File: config.mk
export PLATFORM = sky130hd
export DESIGN_NAME = mod_instruction_mem_ram
export DESIGN_NICKNAME = d
export VERILOG_FILES = /design/src/rtl/instr_mem_pkg.sv /design/src/rtl/mod_instr_mem_array.sv /design/src/rtl/mod_instruction_mem_ram.sv
export SDC_FILE = /design/constraint.sdc
export NUM_CORES = 2
export LEC_CHECK = 0
export BUFFER_PORTS_ARGS = -buffer_cell sky130_fd_sc_hd__buf_2
export CAP_MARGIN = 20
export CORE_ASPECT_RATIO = 0.8
export CORE_MARGIN = 4
export CORE_UTILIZATION = 43
export DETAILED_ROUTE_END_ITERATION = 16
export PLACE_DENSITY_LB_ADDON = 0.2
export SETUP_SLACK_MARGIN = 0.05
export SLEW_MARGIN = 15
export SYNTH_ARGS = -nofsm -noshare
export SYNTH_HDL_FRONTEND = slang
export SYNTH_SLANG_ARGS = --single-unit
File: constraint.sdc
create_clock -name clk -period 3.1 [get_ports clk]
set_clock_uncertainty 0.1 [all_clocks]
set_input_delay 0.465 -clock clk [delete_from_list [all_inputs] [get_ports clk]]
set_output_delay 0.465 -clock clk [all_outputs]
set_load 0.05 [all_outputs]
File: src/rtl/instr_mem_pkg.sv
// Shared types and default widths for the loadable instruction memory.
package instr_mem_pkg;

    typedef enum logic {
        ST_LOAD = 1'b0,
        ST_RUN  = 1'b1
    } state_t;

    localparam int DATA_W_DEF = 32;
    localparam int ADDR_W_DEF = 30;

endpackage

File: src/rtl/mod_instr_mem_array.sv
// Instruction storage: one write port, one synchronous read port, no reset.
module mod_instr_mem_array #(
    parameter int DATA_W = 32,
    parameter int DEPTH  = 64,
    localparam int IDX_W = $clog2(DEPTH)
) (
    input  logic              clk,
    input  logic              we,
    input  logic [IDX_W-1:0]  waddr,
    input  logic [DATA_W-1:0] wdata,
    input  logic              re,
    input  logic [IDX_W-1:0]  raddr,
    output logic [DATA_W-1:0] rdata
);

    logic [DATA_W-1:0] mem [DEPTH];

    // Read data only moves on re, so a stalled response keeps its word.
    always_ff @(posedge clk) begin
        if (we) begin
            mem[waddr] <= wdata;
        end
        if (re) begin
            rdata <= mem[raddr];
        end
    end

endmodule

File: src/rtl/mod_instruction_mem_ram.sv
// Loadable instruction memory: sequential load port, then valid/ready fetches
// with one registered read stage and an end-of-program flag.
module mod_instruction_mem_ram
    import instr_mem_pkg::*;
#(
    parameter int DATA_W = DATA_W_DEF,
    parameter int ADDR_W = ADDR_W_DEF,
    parameter int DEPTH  = 64,
    localparam int LEN_W = $clog2(DEPTH + 1)
) (
    input  logic              clk,
    input  logic              rst,
    input  logic              ld_en,
    input  logic [DATA_W-1:0] ld_data,
    input  logic              ld_last,
    input  logic              reload,
    output logic              ld_err,
    output logic              loaded,
    output logic [LEN_W-1:0]  prog_len,
    input  logic              req_valid,
    output logic              req_ready,
    input  logic [ADDR_W-1:0] address,
    output logic              rsp_valid,
    input  logic              rsp_ready,
    output logic [DATA_W-1:0] instruction,
    output logic              mem_end
);

    localparam int IDX_W = $clog2(DEPTH);
    localparam int CMP_W = (ADDR_W > LEN_W) ? ADDR_W : LEN_W;

    // Handshake: a request transfers on a cycle where req_valid & req_ready;
    // a response transfers where rsp_valid & rsp_ready, and until then the
    // response (instruction, mem_end) is held stable.

    state_t            state;
    logic [LEN_W-1:0]  wptr;
    logic              hit_q;
    logic              accept;
    logic              in_range;
    logic              wr_en;
    logic [LEN_W-1:0]  len_next;
    logic [DATA_W-1:0] rd_data;

    assign loaded    = (state == ST_RUN);
    assign req_ready = (state == ST_RUN) & ~reload & (~rsp_valid | rsp_ready);
    assign accept    = req_valid & req_ready;
    assign in_range  = CMP_W'(address) < CMP_W'(prog_len);
    assign wr_en     = (state == ST_LOAD) & ~reload & ld_en & (wptr < LEN_W'(DEPTH));
    assign len_next  = (wptr == LEN_W'(DEPTH)) ? LEN_W'(DEPTH) : wptr + LEN_W'(1);

    // Out-of-range fetches never read the array; the output is forced to zero.
    assign instruction = hit_q ? rd_data : '0;

    mod_instr_mem_array #(
        .DATA_W (DATA_W),
        .DEPTH  (DEPTH)
    ) u_array (
        .clk   (clk),
        .we    (wr_en),
        .waddr (IDX_W'(wptr)),
        .wdata (ld_data),
        .re    (accept & in_range),
        .raddr (IDX_W'(address)),
        .rdata (rd_data)
    );

    always_ff @(posedge clk or posedge rst) begin
        if (rst) begin
            state     <= ST_LOAD;
            wptr      <= '0;
            prog_len  <= '0;
            ld_err    <= 1'b0;
            rsp_valid <= 1'b0;
            mem_end   <= 1'b0;
            hit_q     <= 1'b0;
        end else begin
            case (state)
                ST_LOAD: begin
                    if (reload) begin
                        wptr   <= '0;
                        ld_err <= 1'b0;
                    end else if (ld_en) begin
                        if (wr_en) begin
                            wptr <= wptr + LEN_W'(1);
                        end else begin
                            ld_err <= 1'b1;
                        end
                        if (ld_last) begin
                            prog_len <= len_next;
                            wptr     <= '0;
                            state    <= ST_RUN;
                        end
                    end
                end
                ST_RUN: begin
                    if (reload) begin
                        state     <= ST_LOAD;
                        prog_len  <= '0;
                        wptr      <= '0;
                        ld_err    <= 1'b0;
                        rsp_valid <= 1'b0;
                    end else if (accept) begin
                        rsp_valid <= 1'b1;
                        mem_end   <= ~in_range;
                        hit_q     <= in_range;
                    end else if (rsp_ready) begin
                        rsp_valid <= 1'b0;
                    end
                end
                default: state <= ST_LOAD;
            endcase
        end
    end

endmodule

==> run_results.csv <==
group,metric,value,unit
finish,final_nets,4078,
hold_path,min_path_type,"in2reg",
setup_path,critPathMaxStageDelay,0.73,ns
floorplan,io_pins,113,
yosys,syn-num-nets,3585,
drt,drc,0,
yosys,syn_area_per_cell,22.90,µm²
placement,placed_cell_area,0.08754,mm²
power_and_ir_drop,switchingPower,11.87,mW
clock_network,cts_made_buffers,195,
power_and_ir_drop,p_per_area,609.5,mW/mm²
power_and_ir_drop,switching_share,20.73,%
global_route,gr-total-overflow,0,
clock_network,post_cts_buffers,0,
yosys,synth_edf_count,2080,
clock_network,cts_root_buffer,"clkbuf_16",
yosys,synthCells,3508,
power_and_ir_drop,ir_worst_vdd,0.4841,mV
timing,fmax,356.0,MHz
timing,slew_headroom,27.33,%
floorplan,die_area,0.1938,mm²
timing,fin_crit,2.809,ns
setup_path,cp-start-kind,"flip-flop",
setup_path,cp.arrival,2.24,ns
placement,portBuffers,112,
timing,setup_viol,0,
yosys,synth_ff_type,"edfxtp_1",
yosys,synth_top_area_share,77.76,%
finish,num-fill-cells,14600,
global_route,grt_max_degree,65,
clock_network,clk_path_buf_depth,3,
placement,post-place-ws,-0.06649,ns
floorplan,die_x,491.2,µm
setup_path,crit_buf_inv,2,
global_route,grt.total_usage,21.03,%
timing,setup_ws,0.2909,ns
drt,wirelength,204600,µm
setup_path,critPathKind,"reg2out",
power_and_ir_drop,totalPowerFinal,57.26,mW
placement,gp_congestion,0.7845,
timing,fin_setup_tns,0,ns
finish,synthToLayoutAreaGrowth,16.97,%
yosys,ys_ff_latch,2099,
yosys,async_reset_ff_share,0.9052,%
clock_network,path_clk_slew,0.06,ns
power_and_ir_drop,pwr-share-clk,40.4,%
placement,hpwl,121100,µm
status,status,"finished, final reports clean",
setup_path,crit_required,2.53,ns
finish,design_area,0.09395,mm²
setup_path,cp_slowest_cell,"dfrtp_4",
floorplan,row_count,141,
timing,rsz0062_at_grt,"no",
timing,final_max_slew_viol_count,0,
floorplan,fp.coreArea,0.1852,mm²
timing,worst_pin_slew,1.090,ns
clock_network,cts_sinks,2099,
setup_path,cp_max_fo,19,
global_route,grt_pass1_vias,39590,
floorplan,start_util,43.36,%
drt,via_per_inst,5.906,
setup_path,worstPathCellList,"buf_4 > and2_1 > buf_2",
drt,drt_iter0_drc,4075,
yosys,synthesis.area,0.08033,mm²
drt,first_pass_iters,5,
power_and_ir_drop,p_int,45.39,mW
yosys,synth_commonest_cells,"2080 x edfxtp_1, 512 x mux4_2, 106 x mux2i_1",
yosys,yosys_warnings,0,
timing,hold_viol,0,
setup_path,crit_family,"flip-flops",
setup_path,cp-end-kind,"output pin",
clock_network,clock_latency,0.82,ns
yosys,synth_seq_area_share,78.35,%
drt,drt-wirelength-per-cell,31.02,µm
global_route,grt_pass1_wl,294200,µm
timing,period_share,90.62,%
yosys,yosysMostFrequentCell,"edfxtp_1",
finish,fin_cells,6595,
finish,drive_gt1_share,32.42,%
placement,dp_cells,6208,
power_and_ir_drop,p_seq_share,54.6,%
floorplan,die_y,394.6,µm
timing,whs,0.06515,ns
drt,vias,38950,
yosys,synthDistinctLibCells,46,
power_and_ir_drop,combPwrFrac,5.0,%
flow_run,drv_cap,0,
drt,ant_nets,0,
clock_network,cts_tree,"done",
clock_network,htree_levels,4,
yosys,yosys.area.top_type,"edfxtp_1",
finish,utilization,50.72,%
power_and_ir_drop,leakagePower,29.83,nW
global_route,antenna_found_initial,11,
yosys,synthTopCellsByArea,"edfxtp_1 78%, mux4_2 14%, mux2i_1 1.3%, mux2_2 0.73%, a221oi_1 0.64%",
==> worst register-to-register path: stages, from the launching register on <==
cell and delay [ns]:
dfrtp_1 0.46, or3_1 0.44, nor2_1 0.23, nand2_1 0.14, buf_12 0.20, nor2_4 0.45
buf_4 0.27
==> cells in the final DEF, fill, tap and decap left out, types with 13 or more instances in the layout <==
cell / n
nor2_4: 64
and2_1: 37
dfrtp_1: 18
nand2_1: 52
o22ai_1: 39
clkbuf_16: 203
buf_12: 121
clkinv_2: 27
dlygate4sd3_1: 22
nor2_1: 33
bufinv_16: 13
o221ai_1: 23
clkbuf_1: 43
buf_4: 234
nor3_1: 16
clkinv_1: 63
o21ai_0: 44
mux4_2: 512
buf_2: 103
a21oi_1: 47
mux2i_1: 106
edfxtp_1: 2080
mux2_2: 52
a221oi_1: 59
a22o_1: 14
==> final timing paths <==
path / from / end / slack (ns) / cells after the start
worst max-delay path: hit_q / instruction[0] / 0.29 / 3
worst min-delay path: ld_data[15] / u_array.mem[2][15] / 0.07 / 1
worst max register to register: wptr[6] / u_array.mem[40][23] / 0.53 / 6
worst min register to register: prog_len[1] / prog_len[1] / 0.44 / 2
max in group asynchronous: rst / hit_q / 2.08 / 3
min in group asynchronous: rst / mem_end / 0.25 / 3
==> repair_timing <==
item,CTS,global route
hold buffers,17,5
resized for setup,1,0
setup endpoints to repair,16,0
endpoints found under the hold margin,124,79
==> state kept, by name (all words and copies together), names as in the netlist <==
name           flops
hit_q              1
ld_err             1
loaded             1
mem_end            1
prog_len           7
rsp_valid          1
u_array.mem     2048
u_array.rdata     32
wptr               7
==> routing by layer <==
layer | share of wire, % | global-route usage [%]
met1 | 45 | 32.13
met2 | 47 | 32.02
met3 | 6.5 | 3.205
met4 | 2.2 | 5.263
met5 | 0 | 0
==> cell families (layout without fill, tap and decap cells) <==
family / count (synthesis) / count (layout) / share of synthesized area, %
mux: 670 / 670 / 16.41
buf+inv: 200 / 853 / 1.232
fa+ha+maj: 8 / 8 / 0.1246
flops: 2099 / 2099 / 78.35
other cells: 0 / 3 / 0
compound gates: 265 / 265 / 2.299
xor+xnor: 5 / 5 / 0.05452
simple gates: 261 / 261 / 1.534
==> power groups by stage <==
stage / Sequential [mW] / Clock [mW] / Combinational, mW
final: 31.2 / 23.2 / 2.86
after global routing: 31.2 / 24.9 / 3.06
after CTS: 31.2 / 23.6 / 2.89
after detailed placement: 31.9 / 0 / 2.86
after global placement: 31.9 / 0 / 2.83
after floorplan: 31.9 / 0 / 1.44
==> area by class of cell <==
type,instances,area (µm²),area share [%]
inverters,13,48.80,0.05194
clock inverters,111,825.8,0.8789
diodes,3,7.507,0.007990
repair buffers,483,4960,5.279
multi-input cells,1209,16890,17.98
well taps,2431,3042,3.237
clock buffers,246,5241,5.579
flip-flops and latches,2099,62940,66.99
Note: power is estimated with default switching activity, not from simulation.
